### config.mk
export PLATFORM = sky130hd
export DESIGN_NAME = ps2_mouse_ctrl_flat
export DESIGN_NICKNAME = d
export VERILOG_FILES = /design/src/rtl/ps2_mouse_ctrl_if.sv /design/src/rtl/ps2_mouse_ctrl.sv /design/src/flat_wrapper.sv
export SDC_FILE = /design/constraint.sdc
export NUM_CORES = 1
export LEC_CHECK = 0
export CORE_AREA = 2 2 93 95
export CTS_BUF_LIST = sky130_fd_sc_hd__clkbuf_4 sky130_fd_sc_hd__clkbuf_8
export DETAILED_ROUTE_END_ITERATION = 10
export DIE_AREA = 0 0 95 97
export GPL_ROUTABILITY_DRIVEN = 0
export GPL_TIMING_DRIVEN = 0
export PLACE_DENSITY = 0.75
export SLEW_MARGIN = 20
export SYNTH_ARGS = -nofsm -noshare
export SYNTH_HDL_FRONTEND = slang
export SYNTH_SLANG_ARGS = --single-unit
### constraint.sdc
create_clock -name clock -period 2.5 [get_ports clock]
set_input_delay 0.25 -clock clock [delete_from_list [all_inputs] [get_ports clock]]
set_output_delay 0.25 -clock clock [all_outputs]
set_load 0.05 [all_outputs]
### src/rtl/ps2_mouse_ctrl_if.sv
// ---------------------------------------------------------------------------
// ps2_mouse_ctrl_if
// Byte-level handshake between the PS/2 link layer and the mouse controller.
//   rxStb  : link -> ctrl, one-cycle strobe, rxData valid
//   rxData : link -> ctrl, received byte
//   txBusy : link -> ctrl, link is transmitting a byte
//   txStb  : ctrl -> link, one-cycle strobe, send txData
//   txData : ctrl -> link, byte to send
// Modports: master = mouse controller, slave = link layer.
// ---------------------------------------------------------------------------
interface ps2_mouse_ctrl_if;
    logic       rxStb;
    logic [7:0] rxData;
    logic       txBusy;
    logic       txStb;
    logic [7:0] txData;

    modport master (
        input  rxStb,
        input  rxData,
        input  txBusy,
        output txStb,
        output txData
    );

    modport slave (
        output rxStb,
        output rxData,
        output txBusy,
        input  txStb,
        input  txData
    );
endinterface

### src/rtl/ps2_mouse_ctrl.sv
// ---------------------------------------------------------------------------
// ps2_mouse_ctrl
// Resets and configures a PS/2 mouse (reset, set sample rate, enable stream
// mode), then parses 3-byte stream packets into free-running 8-bit X/Y
// position counters and button states. Recovers from missing bytes, bad
// acknowledges and hot-plug by restarting the configuration sequence.
//
// Ports:
//   clock   : system clock
//   reset   : asynchronous, active-low reset
//   link    : byte handshake to the PS/2 link layer (master modport)
//   xaxis   : accumulated X position, wraps modulo 256
//   yaxis   : accumulated Y position, wraps modulo 256 (up is positive)
//   buttons : {middle, right, left}, active high
//   ready   : high while streaming packets
//
// Parameters:
//   TIMEOUT : clock cycles allowed between expected bytes
//   RATE    : sample rate byte sent after the 0xF3 command
// ---------------------------------------------------------------------------
module ps2_mouse_ctrl #(
    parameter logic [23:0] TIMEOUT = 24'd12000000,
    parameter logic [7:0]  RATE    = 8'd100
) (
    input  logic                    clock,
    input  logic                    reset,
    ps2_mouse_ctrl_if.master        link,
    output logic [7:0]              xaxis,
    output logic [7:0]              yaxis,
    output logic [2:0]              buttons,
    output logic                    ready
);

    typedef enum logic [3:0] {
        SEND_RST,
        W_ACK0,
        W_BAT,
        W_ID,
        SEND_F3,
        W_ACK1,
        SEND_RATE,
        W_ACK2,
        SEND_EN,
        W_ACK3,
        STREAM
    } state_t;

    // Progress of one byte transmission inside a send state.
    typedef enum logic [1:0] {
        TX_IDLE,
        TX_RISE,
        TX_FALL
    } tx_phase_t;

    state_t      state;
    tx_phase_t   tx_phase;
    logic [23:0] timer;
    logic [1:0]  pkt_idx;
    logic [7:0]  b0;
    logic [7:0]  bx;

    logic        is_send;
    logic [7:0]  send_byte;
    state_t      send_next;
    logic        is_wait;
    logic [7:0]  expect_byte;
    state_t      wait_next;

    // Per-state lookup: the byte each send state transmits and the wait
    // state it hands over to, and the byte each wait state expects.
    always_comb begin
        is_send     = 1'b0;
        send_byte   = 8'h00;
        send_next   = SEND_RST;
        is_wait     = 1'b0;
        expect_byte = 8'h00;
        wait_next   = SEND_RST;
        case (state)
            SEND_RST:  begin is_send = 1'b1; send_byte = 8'hFF; send_next = W_ACK0; end
            SEND_F3:   begin is_send = 1'b1; send_byte = 8'hF3; send_next = W_ACK1; end
            SEND_RATE: begin is_send = 1'b1; send_byte = RATE;  send_next = W_ACK2; end
            SEND_EN:   begin is_send = 1'b1; send_byte = 8'hF4; send_next = W_ACK3; end
            W_ACK0:    begin is_wait = 1'b1; expect_byte = 8'hFA; wait_next = W_BAT;     end
            W_BAT:     begin is_wait = 1'b1; expect_byte = 8'hAA; wait_next = W_ID;      end
            W_ID:      begin is_wait = 1'b1; expect_byte = 8'h00; wait_next = SEND_F3;   end
            W_ACK1:    begin is_wait = 1'b1; expect_byte = 8'hFA; wait_next = SEND_RATE; end
            W_ACK2:    begin is_wait = 1'b1; expect_byte = 8'hFA; wait_next = SEND_EN;   end
            W_ACK3:    begin is_wait = 1'b1; expect_byte = 8'hFA; wait_next = STREAM;    end
            default:   ;
        endcase
    end

    // Main controller: configuration sequencing, timeout recovery and
    // packet accumulation. Every restart funnels back into SEND_RST, which
    // drops ready but leaves the position counters and buttons untouched.
    always_ff @(posedge clock or negedge reset) begin
        if (!reset) begin
            state       <= SEND_RST;
            tx_phase    <= TX_IDLE;
            timer       <= 24'd0;
            pkt_idx     <= 2'd0;
            b0          <= 8'h00;
            bx          <= 8'h00;
            link.txStb  <= 1'b0;
            link.txData <= 8'h00;
            xaxis       <= 8'h00;
            yaxis       <= 8'h00;
            buttons     <= 3'b000;
            ready       <= 1'b0;
        end else begin
            link.txStb <= 1'b0;
            if (is_send) begin
                // The link only raises txBusy the cycle after txStb, so we
                // must see it rise before waiting for it to fall again.
                case (tx_phase)
                    TX_IDLE: begin
                        if (!link.txBusy) begin
                            link.txStb  <= 1'b1;
                            link.txData <= send_byte;
                            tx_phase    <= TX_RISE;
                        end
                    end
                    TX_RISE: begin
                        if (link.txBusy) begin
                            tx_phase <= TX_FALL;
                        end
                    end
                    TX_FALL: begin
                        if (!link.txBusy) begin
                            tx_phase <= TX_IDLE;
                            state    <= send_next;
                            timer    <= 24'd0;
                        end
                    end
                    default: tx_phase <= TX_IDLE;
                endcase
            end else if (is_wait) begin
                // Timeout is checked first so a byte landing on the
                // expiry cycle is dropped.
                if (timer == TIMEOUT) begin
                    state   <= SEND_RST;
                    ready   <= 1'b0;
                    pkt_idx <= 2'd0;
                    timer   <= 24'd0;
                end else if (link.rxStb) begin
                    timer <= 24'd0;
                    if (link.rxData == expect_byte) begin
                        state <= wait_next;
                        if (wait_next == STREAM) begin
                            ready <= 1'b1;
                        end
                    end else begin
                        state   <= SEND_RST;
                        ready   <= 1'b0;
                        pkt_idx <= 2'd0;
                    end
                end else begin
                    timer <= timer + 24'd1;
                end
            end else begin
                // STREAM: the timer only runs while a packet is partial.
                if ((pkt_idx != 2'd0) && (timer == TIMEOUT)) begin
                    pkt_idx <= 2'd0;
                    timer   <= 24'd0;
                end else if (link.rxStb) begin
                    timer <= 24'd0;
                    case (pkt_idx)
                        2'd0: begin
                            // Bit 3 is always set in a first packet byte;
                            // anything else means we are out of step.
                            if (link.rxData[3]) begin
                                b0      <= link.rxData;
                                pkt_idx <= 2'd1;
                            end
                        end
                        2'd1: begin
                            // 0xAA then 0x00 is a freshly plugged mouse
                            // announcing its self-test result and ID.
                            if ((b0 == 8'hAA) && (link.rxData == 8'h00)) begin
                                state   <= SEND_RST;
                                ready   <= 1'b0;
                                pkt_idx <= 2'd0;
                            end else begin
                                bx      <= link.rxData;
                                pkt_idx <= 2'd2;
                            end
                        end
                        2'd2: begin
                            // The 9-bit delta sign bits are not needed:
                            // the modulo-256 add equals the signed add.
                            buttons <= b0[2:0];
                            if (!b0[6]) begin
                                xaxis <= xaxis + bx;
                            end
                            if (!b0[7]) begin
                                yaxis <= yaxis + link.rxData;
                            end
                            pkt_idx <= 2'd0;
                        end
                        default: pkt_idx <= 2'd0;
                    endcase
                end else if (pkt_idx != 2'd0) begin
                    timer <= timer + 24'd1;
                end
            end
        end
    end

endmodule
### src/flat_wrapper.sv
// flat-port wrapper written by rule: the top's interface ports become plain ports
module ps2_mouse_ctrl_flat 
#(
    parameter logic [23:0] TIMEOUT = 24'd12000000,
    parameter logic [7:0]  RATE    = 8'd100
)
  (clock, reset, xaxis, yaxis, buttons, ready, link_rxStb, link_rxData, link_txBusy, link_txStb, link_txData);
  ps2_mouse_ctrl_if link_i ();
  input  logic clock;
  input  logic reset;
  output logic [7:0] xaxis;
  output logic [7:0] yaxis;
  output logic [2:0] buttons;
  output logic ready;
  input wire logic [$bits(link_i.rxStb)-1:0] link_rxStb;
  input wire logic [$bits(link_i.rxData)-1:0] link_rxData;
  input wire logic [$bits(link_i.txBusy)-1:0] link_txBusy;
  output wire logic [$bits(link_i.txStb)-1:0] link_txStb;
  output wire logic [$bits(link_i.txData)-1:0] link_txData;
  assign link_i.rxStb = link_rxStb;
  assign link_i.rxData = link_rxData;
  assign link_i.txBusy = link_txBusy;
  assign link_txStb = link_i.txStb;
  assign link_txData = link_i.txData;
  ps2_mouse_ctrl #(.TIMEOUT(TIMEOUT), .RATE(RATE)) u_core (.clock(clock), .reset(reset), .link(link_i), .xaxis(xaxis), .yaxis(yaxis), .buttons(buttons), .ready(ready));
endmodule
==> results.yml, run 1 <==
synthesis:
  synth_edf_count: 0
  syn-num-nets: 463
  ys_seq_area_share_pct: 43.14
  synthTopCellsByArea: "dfrtp_1 (43%), mux2_2 (5.2%), ha_1 (4.7%), nor2_1 (3.9%), xor2_1 (2.9%)"
  synth_top_cell_by_area: "dfrtp_1"
  ys_async_sr_fraction_pct: 100.0
  muxShareOfSynthArea_pct: 8.860
  syn_area_um2: 4293
  synth.distinct_cells: 61
  synth_compound_area_share_pct: 10.96
  synth_top_family_by_area: "simple AND/OR/NAND/NOR gates"
  synth_xor_area_share_pct: 5.305
  ys.flop_type: "dfrtp_1"
  synth_top_area_share_pct: 43.14
  ys_warn_count: 0
  yosys.cell_count.top_type: "dfrtp_1"
  syn_inst: 433
  synth_adder_area_share_pct: 5.596
  synth_simple_gate_area_share_pct: 22.50
  synth_common_cells: "dfrtp_1 (74), nor2_1 (45), nand2_1 (28), nand3_1 (23), o21ai_0 (21)"
  synth_seq_cells: 74
  synth.avg_cell_area_um2: 9.914
sta:
  worstMarginPinSlew_ns: 0.8053
  final_max_slew_viol_count: 0
  finalCriticalPeriod_ns: 2.638
  setup_ws_ns: -0.1377
  max_clock_freq_mhz: 379.1
  finalCritPeriodShare_pct: 105.5
  slew_headroom_pct: 45.75
  hold_viol: 0
  finalSetupViolCount: 19
  finClkSkew_ns: 0.008127
  tns_ns: -1.624
  rsz0062_at_grt: "true"
routing:
  drt_iter0_drc: 327
  drc: 0
  vias: 3672
  routed_via_density: 5.990
  detail-route-antenna-nets: 0
  routed_wl_um: 10380
  drtPass1Iterations: 5
  routedWlPerCell_um: 16.94
grt:
  overflow: 0
  grt_max_degree: 56
  grt_pass1_wl_um: 17040
  groute.usage.overall_pct: 23.43
  grt_pass1_vias: 3519
  antenna_found_initial: 0
pwr:
  max-vdd-ir-drop_v: 0.0005094
  p_per_area_nw_per_um2: 695.3
  power_w: 0.003763
  p_leak_nw: 2.360
clocking:
  clkLatencyLatePin_ns: 0.35
  clockBufferDepth: 2
  clkTransAtPathRegs_ns: 0.09
  cts_sinks: 74
  cts_tree: "yes"
  h-tree-depth: 3
  cts_buffers: 9
  cts_root_buf: "clkbuf_8"
layout:
  nNetsFinal: 533
  drive_gt1_share_pct: 20.87
  final_util_pct: 66.53
  area_delta_synth_final_pct: 26.06
  fin_area_um2: 5411
  n_antenna_cell: 0
setup_path:
  cp.arrival_ns: 2.87
  worstPathCellList: "inv_2 -> ha_4 -> or4b_4 -> or4_4 -> or2_4 -> or3b_4 -> buf_8 -> mux2_4"
  criticalPathCategory: "reg2reg"
  crit_family: "simple AND/OR/NAND/NOR gates"
  critPathCaptureType: "register"
  crit_buf_inv: 2
  path_max_fanout: 5
  worstSetupStartpointType: "register"
  max_stage_delay_ns: 0.45
  worstPathRequired_ns: 2.73
  slowest_stage: "or4b_4"
  cp-startpoint: "u_core.timer[1]"
  rr_startpoint: "u_core.timer[1]"
  r2r_slack_ns: -0.14
outcome:
  violations: "setup timing"
  outcome: "complete, but fails checks"
job:
  cap_violations: 0
place:
  dp_hpwl_um: 6964
  io_buffers: 40
  dpl-instance-area_um2: 4872
die:
  core_um2: 8134
  pin_count: 41
  fp.dieH_um: 97
  fp.dieW_um: 95
  die_area_um2: 9215
  initial_core_util_pct: 52.78
  num_rows: 33
min_path:
  min_path_type: "in2async"
-- final cells by class --
class / count / area, um^2
plain buffers: 16 / 97.59
clock buffers: 9 / 123.9
clock inverters: 7 / 101.3
fillers: 618 / 2723
inverters: 19 / 71.32
multi-input cells: 324 / 2444
flip-flops and latches: 74 / 1852
well taps: 105 / 131.4
repair buffers: 59 / 590.6
-- cell usage in the layout (no fill, tap or decap), types with 4 or more instances in the layout --
cell type | netlist | layout
clkdlybuf4s50_1 | 0 | 38
nor4_1 | 10 | 10
nand3_1 | 23 | 23
clkbuf_1 | 7 | 5
nor4_4 | 1 | 4
nor2b_1 | 5 | 5
nor2_1 | 45 | 42
mux2_4 | 7 | 14
xor2_1 | 14 | 14
ha_1 | 16 | 15
buf_4 | 3 | 18
nor3_1 | 5 | 4
mux2_2 | 20 | 13
mux2i_1 | 5 | 4
a21oi_1 | 17 | 16
nand2_1 | 28 | 27
nand4_1 | 13 | 13
dfrtp_1 | 74 | 74
inv_1 | 18 | 16
o21ai_0 | 21 | 20
nand2b_1 | 6 | 6
buf_2 | 5 | 4
clkbuf_8 | 0 | 9
or3_1 | 5 | 5
xnor2_1 | 12 | 12
-- per-stage QoR --
| stage | setup slack [ns] | instances | hold WS [ns] |
|---|---|---|---|
| floorplan | 0.005282 | 433 | -0.04559 |
| global placement | -1.326 | 578 | 0.4452 |
| detailed placement | -0.7851 | 579 | 0.1585 |
| CTS | -0.07829 | 610 | 0.3160 |
| global route | -0.1958 | 613 | 0.3457 |
| finish | -0.1377 | 613 | 0.3167 |
-- registers in the layout, summed over array words and instances (netlist names) --
register            cells
u_core.tx_phase         2
u_core.link.txStb       1
u_core.link.txData      5
u_core.b0               8
u_core.ready            1
u_core.timer           24
u_core.xaxis            8
u_core.bx               8
u_core.buttons          3
u_core.pkt_idx          2
u_core.yaxis            8
u_core.state            4
-- report_power, final --
group | internal [W] | switching, W | total, W
Sequential | 0.00132 | 0.000135 | 0.00146
Clock | 0.000570 | 0.000486 | 0.00106
Combinational | 0.000526 | 0.000721 | 0.00125
Total | 0.00242 | 0.00134 | 0.00376
-- path summary, 6_finish.rpt --
path,endpoint,cells past startpoint
worst max-delay path,u_core.bx[3],8
worst min-delay path,u_core.xaxis[1],2
worst max register to register,u_core.bx[3],8
worst min register to register,u_core.b0[3],1
max in group asynchronous,u_core.timer[20],3
min in group clock,u_core.b0[0],2
-- kinds of logic (layout without fill, tap and decap cells) --
kind of cell / after synthesis / after routing
buffers and inverters: 35 / 110
AO/OA/AOI/OAI: 73 / 73
multiplexers: 32 / 32
AND/OR/NAND/NOR: 175 / 175
XOR/XNOR: 26 / 26
adder cells (fa/ha/maj): 18 / 18
flip-flops: 74 / 74
-- routing by layer --
metal | global-route usage (%) | up-vias | share of wire, %
met5 | 0 | - | 0
met4 | 8.696 | 0 | 2.4
met3 | 3.660 | 32 | 5.2
met2 | 38.57 | 135 | 49
met1 | 30.97 | 1804 | 43
li1 | - | 1701 | -
-- timing repair --
| action | CTS | global route |
|---|---|---|
| setup endpoints to repair | 56 | 43 |
| hold buffers | 1 | 0 |
| cloned | 0 | 1 |
| resized for setup | 20 | 25 |
| pin swaps | 6 | 1 |
| endpoints found under the hold margin | 19 | 0 |
| buffers inserted | 14 | 2 |
(Power assumes the default switching activity.)
==> inputs of run 2 (changes only) <==
--- a/config.mk
+++ b/config.mk
@@ -5,13 +5,13 @@
 export SDC_FILE = /design/constraint.sdc
 export NUM_CORES = 1
 export LEC_CHECK = 0
-export CORE_AREA = 2 2 93 95
+export CORE_AREA = 2 2 88 90
 export CTS_BUF_LIST = sky130_fd_sc_hd__clkbuf_4 sky130_fd_sc_hd__clkbuf_8
 export DETAILED_ROUTE_END_ITERATION = 10
-export DIE_AREA = 0 0 95 97
+export DIE_AREA = 0 0 90 92
 export GPL_ROUTABILITY_DRIVEN = 0
 export GPL_TIMING_DRIVEN = 0
-export PLACE_DENSITY = 0.75
+export PLACE_DENSITY = 0.8
 export SLEW_MARGIN = 20
 export SYNTH_ARGS = -nofsm -noshare
 export SYNTH_HDL_FRONTEND = slang
==> constraint.sdc (replaced) <==
create_clock -name clock -period 2.46 [get_ports clock]
set_input_delay 0.246 -clock clock [delete_from_list [all_inputs] [get_ports clock]]
set_output_delay 0.246 -clock clock [all_outputs]
set_load 0.05 [all_outputs]
==> results.yml, run 2 (synthesis gave the netlist of run 1 again) <==
setup_path:
  r2r_slack_ns: -0.13
  worstPathRequired_ns: 2.70
  critPathCaptureType: "register"
  cp.arrival_ns: 2.83
  worstSetupStartpointType: "register"
  criticalPathCategory: "reg2reg"
  path_max_fanout: 5
clocking:
  cts_sinks: 74
  clockBufferDepth: 2
  cts_root_buf: "clkbuf_8"
  clkTransAtPathRegs_ns: 0.08
  h-tree-depth: 3
  cts_buffers: 9
  cts_tree: "yes"
  clkLatencyLatePin_ns: 0.35
min_path:
  min_path_type: "in2async"
grt:
  grt_pass1_vias: 3560
  overflow: 0
  groute.usage.overall_pct: 24.82
  grt_max_degree: 52
  antenna_found_initial: 0
  grt_pass1_wl_um: 16620
sta:
  rsz0062_at_grt: "true"
  worstMarginPinSlew_ns: 0.8593
  max_clock_freq_mhz: 385.9
  slew_headroom_pct: 42.11
  hold_viol: 0
  finalCriticalPeriod_ns: 2.591
  setup_ws_ns: -0.1314
  final_max_slew_viol_count: 0
  finalCritPeriodShare_pct: 105.3
  finClkSkew_ns: 0.01066
  finalSetupViolCount: 20
routing:
  routedWlPerCell_um: 16.93
  routed_via_density: 5.985
  drt_iter0_drc: 151
  routed_wl_um: 10430
  drc: 0
  detail-route-antenna-nets: 0
  vias: 3687
  drtPass1Iterations: 5
outcome:
  outcome: "complete, but fails checks"
  violations: "setup timing"
die:
  die_area_um2: 8280
  initial_core_util_pct: 57.64
  num_rows: 32
  core_um2: 7447
  pin_count: 41
  fp.dieW_um: 90
  fp.dieH_um: 92
layout:
  final_cells: 616
  final_util_pct: 73.64
  final_cell_mix: "dfrtp_1 (72), nor2_1 (44), clkdlybuf4s50_1 (37)"
  largest_reg_flops: 24
  largest_register: "u_core.timer"
  n_antenna_cell: 0
  final_common_cell: "dfrtp_1"
  nNetsFinal: 539
  num-fill-cells: 511
  drive_gt1_share_pct: 22.37
  area_delta_synth_final_pct: 27.75
job:
  cap_violations: 0
place:
  io_buffers: 40
  post-place-cells: 576
  dp_hpwl_um: 6856
pwr:
  p_per_area_nw_per_um2: 692.3
  p_leak_nw: 2.410
  power_w: 0.003797
  max-vdd-ir-drop_v: 0.0005424
-- run 2: per-layer routing --
metal	track usage (%)	wire, um	vias up	part of all wire [%]
li1	-	-	1716	-
met1	30.97	4395	1822	42
met2	43.42	5277	130	51
met3	3.862	601	19	5.8
met4	9.872	157	0	1.5
met5	0	0	-	0
-- run 2: worst max-delay path, cell delays in order (launching register included) --
cell	delay (ns)
dfrtp_1	0.40
inv_2	0.09
ha_4	0.13
or4b_4	0.45
or4_4	0.43
or2_4	0.28
or3b_4	0.27
buf_8	0.13
mux2_4	0.30
-- run 2: cell type report --
class,instances,area [um^2],area share [%]
Multi-Input combinational cell,324,2486,45.33
Sequential cell,74,1854,33.81
Timing Repair Buffer,65,631.9,11.52
Clock buffer,11,151.4,2.761
Tap cell,102,127.6,2.327
Buffer,16,100.1,1.825
Inverter,19,71.32,1.300
Clock inverter,5,61.31,1.118
-- run 2: repair_timing --
action                                  CTS  global route
hold buffers                              1             0
resized for setup                        24            33
endpoints found under the setup margin   59            38
setup buffers                             9            12
pin swaps                                 7             3
cloned                                    1             1
hold endpoints to repair                 23             0
-- run 2: path summary, 6_finish.rpt --
path,cells past startpoint,endpoint,from
worst max-delay path,8,u_core.bx[3],u_core.timer[0]
worst min-delay path,2,u_core.xaxis[1],reset
worst max register to register,8,u_core.bx[3],u_core.timer[0]
worst min register to register,1,u_core.xaxis[7],u_core.xaxis[7]
max in group asynchronous,3,u_core.timer[2],reset
min in group clock,2,u_core.b0[2],link_rxData[2]
-- run 2: power by group --
part / internal (W) / leakage [nW] / switching (W)
Sequential: 0.00135 / 0.973 / 0.000138
Clock: 0.000527 / 0.0982 / 0.000476
Combinational: 0.000578 / 1.34 / 0.000732
Total: 0.00245 / 2.41 / 0.00135
-- run 2: per-stage QoR --
stage               area (um^2)  setup slack [ns]  hold slack, ns  setup TNS, ns
detailed placement         4875           -0.6796          0.1773         -17.17
global placement           4850            -1.389          0.4422        -116.06
floorplan                  4322         -0.007588        -0.04959       -0.09952
CTS                        5273           -0.1325          0.3362         -1.003
finish                     5484           -0.1314          0.3350         -1.942
global route               5484           -0.2179          0.3670         -3.547
